`config.mk`:
```
export PLATFORM = sky130hd
export DESIGN_NAME = fifo_flex
export DESIGN_NICKNAME = d
export VERILOG_FILES = /design/src/rtl/fifo_flex_pkg.sv /design/src/rtl/fifo_flex_mem.sv /design/src/rtl/fifo_flex.sv
export SDC_FILE = /design/constraint.sdc
export NUM_CORES = 1
export LEC_CHECK = 0
export CAP_MARGIN = 20
export CORE_MARGIN = 2
export CORE_UTILIZATION = 51
export CTS_BUF_LIST = sky130_fd_sc_hd__clkbuf_2 sky130_fd_sc_hd__clkbuf_4 sky130_fd_sc_hd__clkbuf_8
export DETAILED_ROUTE_END_ITERATION = 12
export PLACE_DENSITY = 0.71
export SYNTH_ARGS = -nofsm -noshare
export SYNTH_HDL_FRONTEND = slang
export SYNTH_SLANG_ARGS = --single-unit
```
`constraint.sdc`:
```
create_clock -name clk -period 2.21 [get_ports clk]
set_input_delay 0.221 -clock clk [delete_from_list [all_inputs] [get_ports clk]]
set_output_delay 0.221 -clock clk [all_outputs]
set_load 0.01 [all_outputs]
```
`src/rtl/fifo_flex_pkg.sv`:
```
// Shared types and default-threshold helpers for the fifo_flex block.
package fifo_flex_pkg;

    // Read-port behaviour: registered word after the pop, or head word shown combinationally
    typedef enum logic {
        RD_REGISTERED = 1'b0,
        RD_FWFT       = 1'b1
    } rd_mode_e;

    // Almost-full default: two below full, never below one entry
    function automatic int default_afull_thresh(input int depth_bits);
        int depth;
        depth = 1 << depth_bits;
        return (depth > 2) ? depth - 2 : depth;
    endfunction

    // Almost-empty default: two entries, clipped so it stays below DEPTH
    function automatic int default_aempty_thresh(input int depth_bits);
        int depth;
        depth = 1 << depth_bits;
        return (depth - 1 < 2) ? depth - 1 : 2;
    endfunction

endpackage

```
`src/rtl/fifo_flex_mem.sv`:
```
// DEPTH x DATA_WIDTH storage: one synchronous write port, one asynchronous read port.
module fifo_flex_mem #(
    parameter int DATA_WIDTH = 8,
    parameter int DEPTH_BITS = 4
) (
    input  logic                  clk,
    input  logic                  i_we,
    input  logic [DEPTH_BITS-1:0] i_waddr,
    input  logic [DATA_WIDTH-1:0] i_wdata,
    input  logic [DEPTH_BITS-1:0] i_raddr,
    output logic [DATA_WIDTH-1:0] o_rdata
);

    localparam int DEPTH = 1 << DEPTH_BITS;

    logic [DATA_WIDTH-1:0] r_mem [DEPTH];

    // Store the write word; contents are not reset, occupancy tracking makes stale words invisible
    always_ff @(posedge clk) begin
        if (i_we) begin
            r_mem[i_waddr] <= i_wdata;
        end
    end

    assign o_rdata = r_mem[i_raddr];

endmodule

```
`src/rtl/fifo_flex.sv`:
```
// Single-clock FIFO with selectable FWFT/registered read, thresholds, level, flush and sticky errors.
module fifo_flex
    import fifo_flex_pkg::*;
#(
    parameter int DATA_WIDTH    = 8,
    parameter int DEPTH_BITS    = 4,
    parameter int FWFT          = 0,
    parameter int AFULL_THRESH  = default_afull_thresh(DEPTH_BITS),
    parameter int AEMPTY_THRESH = default_aempty_thresh(DEPTH_BITS)
) (
    input  logic                  clk,
    input  logic                  rst,
    input  logic                  flush,
    input  logic                  clr_err,
    input  logic                  wr_en,
    input  logic [DATA_WIDTH-1:0] data_in,
    input  logic                  rd_en,
    output logic [DATA_WIDTH-1:0] data_out,
    output logic                  full,
    output logic                  empty,
    output logic                  almost_full,
    output logic                  almost_empty,
    output logic [DEPTH_BITS:0]   level,
    output logic                  overflow,
    output logic                  underflow
);

    localparam int DEPTH = 1 << DEPTH_BITS;
    localparam int LW    = DEPTH_BITS + 1;

    localparam logic [LW-1:0]         LVL_ONE  = LW'(1);
    localparam logic [LW-1:0]         LVL_FULL = LW'(DEPTH);
    localparam logic [LW-1:0]         LVL_AF   = LW'(AFULL_THRESH);
    localparam logic [LW-1:0]         LVL_AE   = LW'(AEMPTY_THRESH);
    localparam logic [DEPTH_BITS-1:0] PTR_ONE  = DEPTH_BITS'(1);
    localparam rd_mode_e              RD_MODE  = (FWFT != 0) ? RD_FWFT : RD_REGISTERED;

    // Threshold ranges are checked at elaboration so a bad instance never builds
    if (AFULL_THRESH < 1 || AFULL_THRESH > DEPTH) begin : g_bad_afull
        $error("fifo_flex: AFULL_THRESH out of range 1..DEPTH");
    end
    if (AEMPTY_THRESH < 0 || AEMPTY_THRESH > DEPTH - 1) begin : g_bad_aempty
        $error("fifo_flex: AEMPTY_THRESH out of range 0..DEPTH-1");
    end

    logic [DEPTH_BITS-1:0] r_wr_ptr;
    logic [DEPTH_BITS-1:0] r_rd_ptr;
    logic [LW-1:0]         r_level;
    logic                  r_overflow;
    logic                  r_underflow;

    logic                  w_empty;
    logic                  w_full;
    logic                  w_acc_rd;
    logic                  w_acc_wr;
    logic                  w_ovf_evt;
    logic                  w_unf_evt;
    logic [DATA_WIDTH-1:0] w_mem_rdata;

    // Status is decoded from the registered level only, so it never depends on this cycle's requests
    assign w_empty = (r_level == '0);
    assign w_full  = (r_level == LVL_FULL);

    // A read frees a slot in the same cycle, which lets a write into a full FIFO proceed.
    // Flush masks both requests so they are neither accepted nor flagged as errors.
    assign w_acc_rd  = !flush && rd_en && !w_empty;
    assign w_acc_wr  = !flush && wr_en && (!w_full || w_acc_rd);
    assign w_ovf_evt = !flush && wr_en && !w_acc_wr;
    assign w_unf_evt = !flush && rd_en && !w_acc_rd;

    fifo_flex_mem #(
        .DATA_WIDTH (DATA_WIDTH),
        .DEPTH_BITS (DEPTH_BITS)
    ) u_mem (
        .clk     (clk),
        .i_we    (w_acc_wr),
        .i_waddr (r_wr_ptr),
        .i_wdata (data_in),
        .i_raddr (r_rd_ptr),
        .o_rdata (w_mem_rdata)
    );

    // Pointers advance on accepted transfers and wrap modulo DEPTH by width
    always_ff @(posedge clk) begin
        if (rst || flush) begin
            r_wr_ptr <= '0;
            r_rd_ptr <= '0;
        end else begin
            if (w_acc_wr) r_wr_ptr <= r_wr_ptr + PTR_ONE;
            if (w_acc_rd) r_rd_ptr <= r_rd_ptr + PTR_ONE;
        end
    end

    // Occupancy: a simultaneous push and pop leaves it unchanged
    always_ff @(posedge clk) begin
        if (rst || flush) begin
            r_level <= '0;
        end else begin
            case ({w_acc_wr, w_acc_rd})
                2'b10:   r_level <= r_level + LVL_ONE;
                2'b01:   r_level <= r_level - LVL_ONE;
                default: r_level <= r_level;
            endcase
        end
    end

    // Sticky error flags: a new event in the clearing cycle wins, flush leaves them alone
    always_ff @(posedge clk) begin
        if (rst) begin
            r_overflow  <= 1'b0;
            r_underflow <= 1'b0;
        end else begin
            r_overflow  <= (r_overflow  && !clr_err) || w_ovf_evt;
            r_underflow <= (r_underflow && !clr_err) || w_unf_evt;
        end
    end

    if (RD_MODE == RD_FWFT) begin : g_fwft
        // Head word is shown directly; it is meaningless while empty
        assign data_out = w_mem_rdata;
    end else begin : g_reg
        logic [DATA_WIDTH-1:0] r_data_out;

        // Registered read: capture the head on the popping edge, otherwise hold
        always_ff @(posedge clk) begin
            if (rst || flush) begin
                r_data_out <= '0;
            end else if (w_acc_rd) begin
                r_data_out <= w_mem_rdata;
            end
        end

        assign data_out = r_data_out;
    end

    assign full         = w_full;
    assign empty        = w_empty;
    assign almost_full  = (r_level >= LVL_AF);
    assign almost_empty = (r_level <= LVL_AE);
    assign level        = r_level;
    assign overflow     = r_overflow;
    assign underflow    = r_underflow;

endmodule

```
==> metrics.txt, run 1 <==
Place WS=-0.219 ns; first-pass GRT wire length=~20,000 µm; crit-path cells=or4_4 > buf_4 > nor2_2 > clkdlybuf4s15_1; Crit Reg-Reg Startpoint=level[3]; total number of vias=between 3,000 and 4,000; Worst Path Max Fanout=7; buffers added on ports=32; final WL=13,000 µm; Chip Width=roughly 110 µm; largest vdd supply drop=approximately 0.38 mV; Tmin final=~2.1 ns; area grow syn2layout=19.3%; CTS sink count=roughly 150; layout cell share with drive strength beyond 1=approximately a fifth; Cell Rows=40; fin nets=between 400 and 500; Tot Pwr=5.67 mW; Die Footprint=12,900 µm²; Yosys cell types=44; Clk pwr share=approximately 42%; Slowest cell on crit path=or4_4; outcome=finished, final reports clean; maximum clock rate=roughly 0.47 GHz; sw frac=19.8%; vias in the first global route=about 3,500; core footprint=11,900 µm²; fin worst setup slack=~0.072 ns; GR Util All Layers=between 20% and 30%; initial antenna violation count=0; CTS Root Cell=clkbuf_8; fillers=a little under 900; Worst-Margin Slew=0.847 ns; drt wl/cell=between 20 and 25 µm; synth warn=0; DP Wirelength=approximately 8500 µm; Cell Pwr Density=776 nW/µm²; ys flop type=edfxtp_1; capturing point of the worst reg2reg path=level[4]; clock buffer count from CTS=17; largest net degree at the start of global routing=33; worst min path class=primary input to flop; DRC=0; CTS tree=built; Hold Path Sink=underflow; Clock Pin Slew Worst Setup and Hold Paths=~0.080 ns; grt ovf=0; cts hold-fix bufs=0; number of synthesized flops with an enable pin=around 130; Required @ worst endpoint=between 1.5 and 2 ns; # diodes=0; Final setup violation count=0; Pins Over Slew Limit=0; sequential share of the synthesized area=70.2%; Worst Setup End Kind=output port; Die Span Y=~110 µm; Max Used Layer=met4; antenna-violating nets left=0; I/O pin count=33; WP buf/inv=2; clk_skew=approximately 0.012 ns; Initial Utilization=51.7%; DP Cell Count=between 500 and 600; hold depth=2; type of the worst setup path=flop to output port; final core utilization=61.6%; DR pass1 iterations=4; Post-Syn Area per Cell=16.0 µm²; commonest non-fill, non-tap cell in the layout=edfxtp_1; Max-slew headroom=a little over two fifths; initial DRC count=around 280; Sequential Power Share=a little over half; Tcrit/Tclk final=between 90 and 100%; CP delay by family, top=simple AND/OR/NAND/NOR gates; Psw=around 1.1 mW; Setup crit start kind=flop; asr flop ratio synth=0%; Max clock buf depth=2; routability congestion estimate=just over 0.8; Combinational Power Share=between 3 and 4%; setup slack, reg-to-reg=approximately 0.08 ns; most frequent cells in the layout=edfxtp_1, mux2i_1, nor2_1, clkdlybuf4s50_1, buf_4; crit path DAT=1.92 ns; Synth Register Bits=about 150; Min-Delay Startpoint=rst; cell count after synthesis=384; final hold vios=0; routed wl met3=approximately 560 µm; internal power=approximately 4.5 mW; post-synthesis cell area=6130 µm²; max cap viols=0; Pleak=2.31 nW; Non-Filler Instances=between 600 and 700; R2R cell count=7; Worst-Skew Late Latency=0.46 ns; htree depth=4; CP max stage delay=between 0.5 and 0.6 ns; Mapped Nets=around 410; wl on met1=between 5000 and 6000 µm; met2 wire length=about 6200 µm; routed vias/inst=between 5 and 6
[stage by stage]
step / hold slack, ns / area (µm²) / TNS, ns
6_report: 0.382 / 7310 / 0
5_1_grt: 0.372 / 7310 / -0.0289
4_1_cts: 0.362 / 7280 / 0
3_5_place_dp: 0.482 / 6820 / -6.28
3_3_place_gp: 0.461 / 6820 / -1.77
2_1_floorplan: 0.290 / 6160 / 0
[area by class of cell]
| type | count | area [µm²] | share of cell area (%) |
|---|---|---|---|
| flip-flops and latches | 151 | 4310 | 59.0 |
| multi-input cells | 209 | 1780 | 24.3 |
| repair buffers | 61 | 569 | 7.79 |
| clock buffers | 20 | 256 | 3.51 |
| clock inverters | 12 | 201 | 2.76 |
| well taps | 147 | 184 | 2.52 |
| inverters | 3 | 11.3 | 0.154 |
[power by group through the flow]
| stage | logic, mW | clock network [mW] | registers [mW] |
|---|---|---|---|
| floorplan | 0.0639 | 0 | 3.17 |
| global placement | 0.172 | 0 | 3.17 |
| detailed placement | 0.178 | 0 | 3.17 |
| CTS | 0.178 | 2.42 | 3.10 |
| global route | 0.193 | 2.52 | 3.10 |
| finish | 0.180 | 2.39 | 3.10 |
[repair_timing]
action | in CTS | in global routing
pin swaps | 0 | 4
endpoints found under the hold margin | 0 | 0
resized for setup | 5 | 11
setup endpoints to repair | 3 | 59
setup buffers | 0 | 1
[routing by layer]
metal / track usage, % / up-vias
met1: 29.6 / 1768
met3: 4.62 / 21
li1: - / 1629
met5: 0 / -
met4: 8.54 / 0
met2: 32.3 / 93
[cell usage after synthesis, types with 3 or more instances]
library cell  count  area, µm²
xnor2_1           4       35.0
ha_1              8        100
a22oi_1           8       60.1
nor3_1            4       20.0
mux4_2           16        360
inv_1             3       11.3
mux2i_1          34        340
clkbuf_1         12       45.0
nand2_1           8       30.0
a31oi_1           8       50.1
o21ai_0           9       45.0
buf_2             7       35.0
a21oi_1           6       30.0
edfxtp_1        128       3840
dfxtp_1          23        460
xor2_1            3       26.3
nor2b_1           5       31.3
nand2b_1          5       31.3
a21oi_2           3       26.3
nor2_1           31        116
nand3_1           8       40.0
a21o_1            6       45.0
a2111oi_0         3       26.3
o22ai_1          16        100
[flip-flops by register name (all words and copies together) (netlist names)]
name	cells
u_mem.r_mem	128
data_out	8
level	5
r_rd_ptr	4
r_wr_ptr	4
overflow	1
underflow	1
[cells by family (layout without fill, tap and decap cells)]
family	count (synthesis)	count (layout)	synth area share (%)
and+or+nand+nor	73	73	5.82
AOI/OAI and AO/OA	70	70	7.92
xor gates and xnor gates	7	7	1.00
buffers and inverters	24	96	1.61
adders and majority gates	9	9	1.96
DFF	151	151	70.2
muxes	50	50	11.4
[how the worst max path moves through the flow]
| stage | to | slack, ns | from | cells after the start |
|---|---|---|---|---|
| 2_1_floorplan | u_mem.r_mem[0][0] | 0.02 | level[0] | 5 |
| 3_3_place_gp | level[4] | -0.19 | flush | 8 |
| 3_5_place_dp | level[4] | -0.22 | flush | 8 |
| 4_1_cts | empty | 0.002 | level[0] | 4 |
| 5_1_grt | level[4] | -0.02 | level[3] | 7 |
| 6_report | empty | 0.07 | level[0] | 4 |
(Power assumes the default switching activity.)
==> inputs of run 2 (changes only) <==
Settings changed: PLACE_DENSITY 0.71 to 0.69.
Clock period 2.21 ns to 2.5 ns, I/O delays scaled along.
==> run 2 against run 1 <==
Sequential cell count unchanged. Clock skew up 0.0013 ns. Non-clock buffer count down 2. Largest power group unchanged. Register-to-register slack better by 0.07 ns. Combinational power down 17%. Clock-buffer cell count up 1. Hold slack better by 0.042 ns. Cell count down 0.33%. Die area unchanged. Critical path type is now flop to flop.
==> metrics.txt, run 2 (synthesized netlist as in run 1, its figures left out) <==
outcome=finished, final reports clean (unchanged); crit path DAT=2.73 ns (was 1.92 ns); Combinational Power Share=3.1% (was 3.2%); area grow syn2layout=17.6% (was 19.3%); Worst-Skew Late Latency=0.44 ns (was 0.46 ns); Worst-Margin Slew=0.728 ns (was 0.847 ns); type of the worst setup path=flop to flop (was flop to output port); largest net degree at the start of global routing=35 (was 33); first-pass GRT wire length=20,300 µm (was 19,800 µm); initial DRC count=320 (was 275); cts hold-fix bufs=0 (unchanged); Worst Setup End Kind=flop (was output port); drt wl/cell=21.3 µm (was 21.6 µm); Reg with most FFs=u_mem.r_mem (unchanged); final core utilization=60.8% (was 61.6%); Required @ worst endpoint=2.88 ns (was 1.99 ns); htree depth=4 (unchanged); initial antenna violation count=0 (unchanged); Min-Delay Startpoint=rst (unchanged); Final setup violation count=0 (unchanged); buffers added on ports=32 (unchanged); routability congestion estimate=0.843 (was 0.809); Max Used Layer=met4 (unchanged); capturing point of the worst reg2reg path=level[4] (unchanged); Setup crit start kind=flop (unchanged); Die Footprint=12,900 µm² (unchanged); Sequential Power Share=57.0% (was 54.7%); DR pass1 iterations=5 (was 4); routed wl met3=665 µm (was 559 µm); CTS Root Cell=clkbuf_8 (unchanged); Crit Reg-Reg Startpoint=level[0] (was level[3]); R2R cell count=9 (was 7); hold depth=2 (unchanged); Clock Pin Slew Worst Setup and Hold Paths=0.08 ns (about the same); worst min path class=primary input to flop (unchanged); clock buffer count from CTS=17 (unchanged); grt ovf=0 (unchanged); internal power=3.83 mW (was 4.55 mW); routed vias/inst=5.80 (was 5.82); total number of vias=3,485 (was 3,511); setup_tns=0 ns (unchanged); antenna-violating nets left=0 (unchanged); CTS sink count=151 (unchanged); I/O pin count=33 (unchanged); # diodes=0 (unchanged); Pleak=2.28 nW (was 2.31 nW); Chip Width=114 µm (unchanged); final WL=12,800 µm (was 13,000 µm); Die Span Y=114 µm (unchanged); max reg flops=128 (unchanged); setup slack, reg-to-reg=0.15 ns (was 0.08 ns); wl on met1=5720 µm (was 5920 µm); largest vdd supply drop=0.418 mV (was 0.384 mV); commonest non-fill, non-tap cell in the layout=edfxtp_1 (unchanged); layout cell share with drive strength beyond 1=19.6% (was 21.3%); Tmin final=~2.4 ns; Tcrit/Tclk final=about 94%; Hold Path Sink=underflow (unchanged); DP Wirelength=8290 µm (was 8490 µm); Cell Pwr Density=668 nW/µm² (was 776 nW/µm²); core footprint=11,900 µm² (unchanged); Max clock buf depth=2 (unchanged); RSZ-0062 raised after global routing=no; maximum clock rate=~0.43 GHz; fin nets=464 (was 466); max cap viols=0 (unchanged); Max-slew headroom=51.3% (was 43.3%); final hold vios=0 (unchanged); DRC=0 (unchanged); sw frac=20.4% (was 19.8%); Worst Path Max Fanout=4 (was 7); Pins Over Slew Limit=0 (unchanged); Initial Utilization=51.7% (unchanged); clk_skew=0.0135 ns (was 0.0122 ns); Clk pwr share=39.9% (was 42.2%); Psw=0.982 mW (was 1.12 mW); Tot Pwr=4.81 mW (was 5.67 mW); met2 wire length=6150 µm (was 6250 µm); vias in the first global route=3,542 (was 3,535); most frequent cells in the layout=edfxtp_1, mux2i_1, nor2_1 (was edfxtp_1, mux2i_1, nor2_1, clkdlybuf4s50_1, buf_4); Cell Rows=40 (unchanged); GR Util All Layers=21.4% (was 21.0%); CTS tree=built (unchanged)
## run 2: worst max-delay path, cell delays in order, from the launching register on
cell and delay (ns):
dfxtp_1 0.33, nor4_2 0.30, buf_4 0.17, a211oi_1 0.10, buf_4 0.17, fa_1 0.40, a21o_1 0.22, a2111oi_2 0.38
mux2i_1 0.12, nand3_1 0.10
## run 2: through the flow
| stage | hold WS, ns | instances | setup slack (ns) | cell area (µm²) |
|---|---|---|---|---|
| final | 0.424 | 601 | 0.149 | 7210 |
| after global routing | 0.423 | 601 | 0.0194 | 7210 |
| after CTS | 0.408 | 601 | 0.0594 | 7190 |
| after detailed placement | 0.459 | 569 | -0.0176 | 6770 |
| after global placement | 0.461 | 569 | 0.120 | 6770 |
| after floorplan | 0.319 | 384 | 0.00589 | 6130 |
## run 2: cell type report
class / count / area (µm²)
fill: 896 / 4650
timing repair buffer: 59 / 546
multi-input combinational: 209 / 1750
sequential: 151 / 4310
clock inverter: 11 / 150
tap: 147 / 184
inverter: 3 / 11.3
clock buffer: 21 / 264
## run 2: power groups by stage
stage          Combinational, mW  Clock (mW)  Sequential (mW)
4_1_cts                    0.150        1.96             2.74
6_report                   0.150        1.92             2.74
5_1_grt                    0.163        2.04             2.74
3_3_place_gp               0.142           0             2.80
3_5_place_dp               0.149           0             2.80
2_1_floorplan             0.0542           0             2.80
## run 2: worst max-delay path by stage
stage,startpoint,to,slack [ns],cells after the start
3_5_place_dp,rd_en,level[4],-0.02,8
6_report,level[0],level[4],0.15,9
3_3_place_gp,rd_en,level[4],0.12,8
5_1_grt,level[0],level[4],0.02,9
2_1_floorplan,level[4],level[4],0.006,8
4_1_cts,level[0],level[4],0.06,9
## run 2: timing repair
item                       4_1_cts  5_1_grt
gates resized for setup          3        5
cloned                           0        0
setup buffers                    0        0
setup endpoints to repair        2        1
hold endpoints to repair         0        0
## run 2: layer usage
layer / vias up / track usage (%)
met3: 15 / 4.25
met1: 1750 / 30.4
li1: 1618 / -
met4: 0 / 7.89
met2: 102 / 33.3
met5: - / 0
